## config.mk

```make
export PLATFORM = sky130hd
export DESIGN_NAME = program_loader_flat
export DESIGN_NICKNAME = d
export VERILOG_FILES = /design/src/rtl/program_loader_if.sv /design/src/rtl/program_loader.sv /design/src/flat_wrapper.sv
export SDC_FILE = /design/constraint.sdc
export NUM_CORES = 1
export LEC_CHECK = 0
export ABC_AREA = 1
export CAP_MARGIN = 15
export CORE_ASPECT_RATIO = 1.4
export CORE_UTILIZATION = 40
export DETAILED_ROUTE_END_ITERATION = 16
export GPL_ROUTABILITY_DRIVEN = 0
export SLEW_MARGIN = 30
export SYNTH_ARGS = -nofsm -noshare
export SYNTH_HDL_FRONTEND = slang
export SYNTH_SLANG_ARGS = --single-unit
```

## constraint.sdc

```tcl
create_clock -name clock -period 1.95 [get_ports clock]
set_clock_uncertainty 0.2 [all_clocks]
set_input_delay 0.195 -clock clock [delete_from_list [all_inputs] [get_ports clock]]
set_output_delay 0.195 -clock clock [all_outputs]
set_load 0.05 [all_outputs]
```

## src/rtl/program_loader_if.sv

```systemverilog
// ----------------------------------------------------------------------------
// program_loader_if
//   Groups the signals between the program loader, its byte source and the
//   instruction memory / CPU release lines.
//   Signals:
//     in_valid, in_byte : upstream byte stream (source -> loader)
//     in_ready          : loader can accept a byte (loader -> source)
//     imem_we           : one-cycle instruction-memory write strobe
//     imem_addr         : word address of the write
//     imem_wdata        : 32-bit word to write
//     cpu_run           : CPU may leave reset
//     load_done         : image accepted
//     load_error        : image rejected
//   Modports:
//     slave  : loader side
//     master : source / environment side
// ----------------------------------------------------------------------------
interface program_loader_if #(
    parameter int ADDR_WIDTH = 5
) ();
    logic                  in_valid;
    logic [7:0]            in_byte;
    logic                  in_ready;
    logic                  imem_we;
    logic [ADDR_WIDTH-1:0] imem_addr;
    logic [31:0]           imem_wdata;
    logic                  cpu_run;
    logic                  load_done;
    logic                  load_error;

    modport slave (
        input  in_valid,
        input  in_byte,
        output in_ready,
        output imem_we,
        output imem_addr,
        output imem_wdata,
        output cpu_run,
        output load_done,
        output load_error
    );

    modport master (
        output in_valid,
        output in_byte,
        input  in_ready,
        input  imem_we,
        input  imem_addr,
        input  imem_wdata,
        input  cpu_run,
        input  load_done,
        input  load_error
    );
endinterface

```

## src/rtl/program_loader.sv

```systemverilog
// ----------------------------------------------------------------------------
// program_loader
//   Receives a framed MIPS program image over a byte-wide valid/ready link,
//   writes it word by word into instruction memory and releases the CPU once
//   the trailing XOR checksum matches.
//   Frame: LEN_HI, LEN_LO (word count N), 4N data bytes (big-endian words),
//   one checksum byte = XOR of all data bytes.
//   Ports:
//     clock : single rising-edge clock
//     reset : synchronous, active-high
//     bus   : program_loader_if.slave (stream in, memory write, status out)
//   Parameters:
//     INSTR_MEM_SIZE : instruction memory depth in words (1..65535)
//     ADDR_WIDTH     : word address width, 2**ADDR_WIDTH >= INSTR_MEM_SIZE
// ----------------------------------------------------------------------------
module program_loader #(
    parameter int INSTR_MEM_SIZE = 32,
    parameter int ADDR_WIDTH     = 5
) (
    input  logic              clock,
    input  logic              reset,
    program_loader_if.slave   bus
);

    localparam logic [15:0] MAX_WORDS = 16'(INSTR_MEM_SIZE);

    typedef enum logic [2:0] {
        S_LEN   = 3'd0,
        S_DATA  = 3'd1,
        S_CSUM  = 3'd2,
        S_DONE  = 3'd3,
        S_ERROR = 3'd4
    } state_t;

    state_t                state_q,      state_d;
    logic [1:0]            byte_cnt_q,   byte_cnt_d;
    logic [15:0]           word_cnt_q,   word_cnt_d;
    logic [15:0]           len_q,        len_d;
    logic [7:0]            csum_q,       csum_d;
    logic [23:0]           shift_q,      shift_d;
    logic                  imem_we_q,    imem_we_d;
    logic [ADDR_WIDTH-1:0] imem_addr_q,  imem_addr_d;
    logic [31:0]           imem_wdata_q, imem_wdata_d;

    logic                  accepting;
    logic                  xfer;
    logic [15:0]           len_rx;

    // Ready is combinational on reset so no byte is consumed on a reset edge.
    assign accepting = (state_q == S_LEN) || (state_q == S_DATA) || (state_q == S_CSUM);
    assign xfer      = bus.in_valid && accepting && !reset;
    // Word count as it stands once LEN_LO arrives.
    assign len_rx    = {len_q[15:8], bus.in_byte};

    always_comb begin
        state_d      = state_q;
        byte_cnt_d   = byte_cnt_q;
        word_cnt_d   = word_cnt_q;
        len_d        = len_q;
        csum_d       = csum_q;
        shift_d      = shift_q;
        imem_we_d    = 1'b0;
        imem_addr_d  = imem_addr_q;
        imem_wdata_d = imem_wdata_q;

        if (xfer) begin
            unique case (state_q)
                S_LEN: begin
                    if (byte_cnt_q == 2'd0) begin
                        len_d[15:8] = bus.in_byte;
                        byte_cnt_d  = 2'd1;
                    end else begin
                        len_d      = len_rx;
                        byte_cnt_d = 2'd0;
                        if ((len_rx == 16'd0) || (len_rx > MAX_WORDS)) begin
                            state_d = S_ERROR;
                        end else begin
                            state_d = S_DATA;
                        end
                    end
                end
                S_DATA: begin
                    csum_d = csum_q ^ bus.in_byte;
                    if (byte_cnt_q != 2'd3) begin
                        shift_d    = {shift_q[15:0], bus.in_byte};
                        byte_cnt_d = byte_cnt_q + 2'd1;
                    end else begin
                        // Fourth byte completes the word: issue the write now.
                        imem_we_d    = 1'b1;
                        imem_addr_d  = ADDR_WIDTH'(word_cnt_q);
                        imem_wdata_d = {shift_q, bus.in_byte};
                        byte_cnt_d   = 2'd0;
                        word_cnt_d   = word_cnt_q + 16'd1;
                        if (word_cnt_q == (len_q - 16'd1)) begin
                            state_d = S_CSUM;
                        end
                    end
                end
                S_CSUM: begin
                    if (bus.in_byte == csum_q) begin
                        state_d = S_DONE;
                    end else begin
                        state_d = S_ERROR;
                    end
                end
                default: begin
                    state_d = state_q;
                end
            endcase
        end
    end

    always_ff @(posedge clock) begin
        if (reset) begin
            state_q      <= S_LEN;
            byte_cnt_q   <= '0;
            word_cnt_q   <= '0;
            len_q        <= '0;
            csum_q       <= '0;
            shift_q      <= '0;
            imem_we_q    <= 1'b0;
            imem_addr_q  <= '0;
            imem_wdata_q <= '0;
        end else begin
            state_q      <= state_d;
            byte_cnt_q   <= byte_cnt_d;
            word_cnt_q   <= word_cnt_d;
            len_q        <= len_d;
            csum_q       <= csum_d;
            shift_q      <= shift_d;
            imem_we_q    <= imem_we_d;
            imem_addr_q  <= imem_addr_d;
            imem_wdata_q <= imem_wdata_d;
        end
    end

    assign bus.in_ready   = accepting && !reset;
    assign bus.imem_we    = imem_we_q;
    assign bus.imem_addr  = imem_addr_q;
    assign bus.imem_wdata = imem_wdata_q;
    assign bus.cpu_run    = (state_q == S_DONE);
    assign bus.load_done  = (state_q == S_DONE);
    assign bus.load_error = (state_q == S_ERROR);

endmodule

```

## src/flat_wrapper.sv

```systemverilog
// flat-port wrapper written by rule: the top's interface ports become plain ports
module program_loader_flat 
#(
    parameter int INSTR_MEM_SIZE = 32,
    parameter int ADDR_WIDTH     = 5
)
  (clock, reset, bus_in_valid, bus_in_byte, bus_in_ready, bus_imem_we, bus_imem_addr, bus_imem_wdata, bus_cpu_run, bus_load_done, bus_load_error);
  program_loader_if #(.ADDR_WIDTH(ADDR_WIDTH)) bus_i ();
  input  logic clock;
  input  logic reset;
  input wire logic [$bits(bus_i.in_valid)-1:0] bus_in_valid;
  input wire logic [$bits(bus_i.in_byte)-1:0] bus_in_byte;
  output wire logic [$bits(bus_i.in_ready)-1:0] bus_in_ready;
  output wire logic [$bits(bus_i.imem_we)-1:0] bus_imem_we;
  output wire logic [$bits(bus_i.imem_addr)-1:0] bus_imem_addr;
  output wire logic [$bits(bus_i.imem_wdata)-1:0] bus_imem_wdata;
  output wire logic [$bits(bus_i.cpu_run)-1:0] bus_cpu_run;
  output wire logic [$bits(bus_i.load_done)-1:0] bus_load_done;
  output wire logic [$bits(bus_i.load_error)-1:0] bus_load_error;
  assign bus_i.in_valid = bus_in_valid;
  assign bus_i.in_byte = bus_in_byte;
  assign bus_in_ready = bus_i.in_ready;
  assign bus_imem_we = bus_i.imem_we;
  assign bus_imem_addr = bus_i.imem_addr;
  assign bus_imem_wdata = bus_i.imem_wdata;
  assign bus_cpu_run = bus_i.cpu_run;
  assign bus_load_done = bus_i.load_done;
  assign bus_load_error = bus_i.load_error;
  program_loader #(.INSTR_MEM_SIZE(INSTR_MEM_SIZE), .ADDR_WIDTH(ADDR_WIDTH)) u_core (.clock(clock), .reset(reset), .bus(bus_i));
endmodule
```

==> impl_metrics.toml <==
[run_status]
status = "finished, final reports clean"

[detailed_routing]
drt_iter0_markers = 193
routed_wl_um = 12800
num_vias = 4546
drc = 0
wl_per_cell_um = 13.9
viasPerCell = 4.93
drtPass1Iterations = 5
ant_nets = 0

[die]
fp.dieArea_um2 = 12600
start_util = 0.410
io_pins = 53
die_height_um = 132
die_w_um = 95.0
core_area_um2 = 11800
rows = 47

[setup_path]
r2r_slack_ns = 0.03
cp-start-kind = "flip-flop"
crit_type = "reg -> reg"
required_ns = 2.00
crit_path_end_kind = "flip-flop"
crit_path_max_fanout = 5
worstPathArrival_ns = 1.97

[clock_network]
htreeDepth = 3
postCtsHoldBufs = 0
cts_root_buffer = "clkbuf_16"
clk_latency_ns = 0.35
cts_sinks = 107
clock_path_buffers = 2
clk_pin_slew_worst_paths_ns = 0.08
numCtsBuffers = 9
cts_tree = "done"

[layout]
fin_util = 0.541
syn2layout_area_growth_pct = 31.9
final_net_count = 785
n_antenna_cell = 0
drive_gt1_frac = 0.172

[power]
power_density_nw_per_um2 = 788
power_mw = 5.04
p_leak_nw = 2.83
irDropWorstVdd_uv = 463

[synth]
yosysWarningCount = 0
synth_edf_count = 0
synthCells = 676
async_reset_ff_frac = 0
synth_most_common_cell = "nor2_1"
syn_area_um2 = 4850
synth.avg_cell_area_um2 = 7.17
synth_nets = 691
synth_top_cell_area_share = 0.442
ys_seq_area_frac = 0.442
yosys.area.top_type = "dfxtp_1"
synth_area_leaders = "dfxtp_1 (44%), nor2_1 (13%), o21ai_0 (9.5%)"
ys_ff_latch = 107
synthFlopType = "dfxtp_1"
ys_types = 31
synthTopCellsByCount = "nor2_1 (169), dfxtp_1 (107), o21ai_0 (92)"

[placed_design]
dp_slack_ns = -0.232
portBuffers = 52
post-dp-hpwl_um = 9300

[timing]
worst_pin_slew_ns = 0.762
fin_ws_ns = 0.0347
whs_ns = 0.291
report.final.hold_viol_count = 0
tns_ns = 0
post-route-period-util = 0.982
period_minus_slack_ns = 1.92
finalSetupViolations = 0
fmax_mhz = 522
maxSlewViolCount = 0
rsz0062_at_grt = "true"
relSlewSlack = 0.492

[global_routing]
grt_overflow = 0
grt_first_pass_wirelength_um = 20900
grt_max_degree = 95
grt_antenna_before_repair = 0
grt_pass1_vias = 4453
grt_usage = 0.213

[run]
cap_viol_max_count = 0

[hold_path]
min_path_type = "reg -> reg"
## area by class of cell
| cell class | instances | area [um2] |
|---|---|---|
| fillers | 1123 | 5420 |
| flip-flops and latches | 107 | 2150 |
| clock buffers | 10 | 239 |
| clock inverters | 6 | 82.6 |
| multi-input cells | 484 | 2480 |
| repair buffers | 109 | 1030 |
| inverters | 59 | 226 |
| well taps | 147 | 184 |
## stage by stage
stage / cells / cell area [um2]
finish: 922 / 6400
floorplan: 676 / 4850
global route: 922 / 6400
detailed placement: 900 / 5880
CTS: 916 / 6210
global placement: 900 / 5880
## kinds of logic after synthesis
family / count (synthesis) / synth area share
XOR/XNOR: 25 / 0.0452
AND/OR/NAND/NOR: 322 / 0.291
buffers and inverters: 85 / 0.0715
flip-flops: 107 / 0.442
AO/OA/AOI/OAI: 133 / 0.140
adder cells (fa/ha/maj): 4 / 0.0103
## report_power, final
part	leakage, nW	total [mW]	switching, mW	internal [mW]
Sequential	0.868	2.31	0.0659	2.24
Clock	0.154	1.93	0.875	1.06
Combinational	1.80	0.800	0.466	0.334
## path summary, 6_finish.rpt
kind / start / end / cells past startpoint
max: u_core.state_q[2] / u_core.word_cnt_q[11] / 12
min: u_core.bus.imem_wdata[19] / u_core.bus.imem_wdata[19] / 2
max reg2reg: u_core.state_q[2] / u_core.word_cnt_q[11] / 12
min reg2reg: u_core.bus.imem_wdata[19] / u_core.bus.imem_wdata[19] / 2
## worst max-delay path, stage by stage (launching register included)
cell and delay (ns):
dfxtp_2 0.34, nor2_2 0.15, inv_2 0.08, nor2_4 0.11
inv_2 0.08, nor2_8 0.15, nand2_8 0.09, nor3_4 0.18
nand3_4 0.13, nor3_4 0.14, nand2_1 0.07, nand2_1 0.06
nor2_1 0.05
## placed cells by master, fill, tap and decap left out, types with 2 or more instances in the layout
cell type / Yosys / final
a21oi_1: 37 / 37
buf_12: 0 / 6
buf_4: 5 / 53
buf_6: 0 / 2
clkbuf_16: 0 / 9
clkdlybuf4s50_1: 0 / 44
dfxtp_1: 107 / 98
dfxtp_2: 0 / 9
dlymetal6s2s_1: 0 / 4
ha_1: 4 / 3
inv_1: 51 / 47
inv_2: 7 / 10
inv_6: 0 / 2
nand2_1: 87 / 81
nand2_2: 0 / 5
nand3_1: 19 / 19
nand3b_1: 5 / 5
nand4_1: 7 / 7
nor2_1: 169 / 162
nor2_2: 5 / 7
nor2_4: 4 / 9
nor3_1: 14 / 12
nor3_2: 2 / 3
nor3_4: 2 / 3
nor4_1: 4 / 2
nor4_2: 0 / 2
o21ai_0: 92 / 91
xnor2_1: 10 / 10
xor2_1: 15 / 15
## what timing repair did
| item | in CTS | in global routing |
|---|---|---|
| hold endpoints to repair | 0 | 0 |
| gates resized for setup | 5 | 45 |
| pin swaps | 2 | 12 |
| setup endpoints to repair | 3 | 19 |
| buffers inserted | 0 | 6 |
## registers in the layout, indices dropped and copies added (netlist names)
register	flops
u_core.csum_q	8
u_core.shift_q	24
u_core.bus.imem_wdata	32
u_core.byte_cnt_q	2
u_core.state_q	3
u_core.bus.imem_addr	5
u_core.len_q	16
u_core.bus.imem_we	1
u_core.word_cnt_q	16
## routing by layer
layer	GRT usage	up-vias	share of wire
li1	-	2364	-
met1	0.255	2079	0.42
met2	0.375	77	0.52
met3	0.0265	26	0.029
met4	0.0909	0	0.030
met5	0	-	0
(Power assumes the default switching activity.)
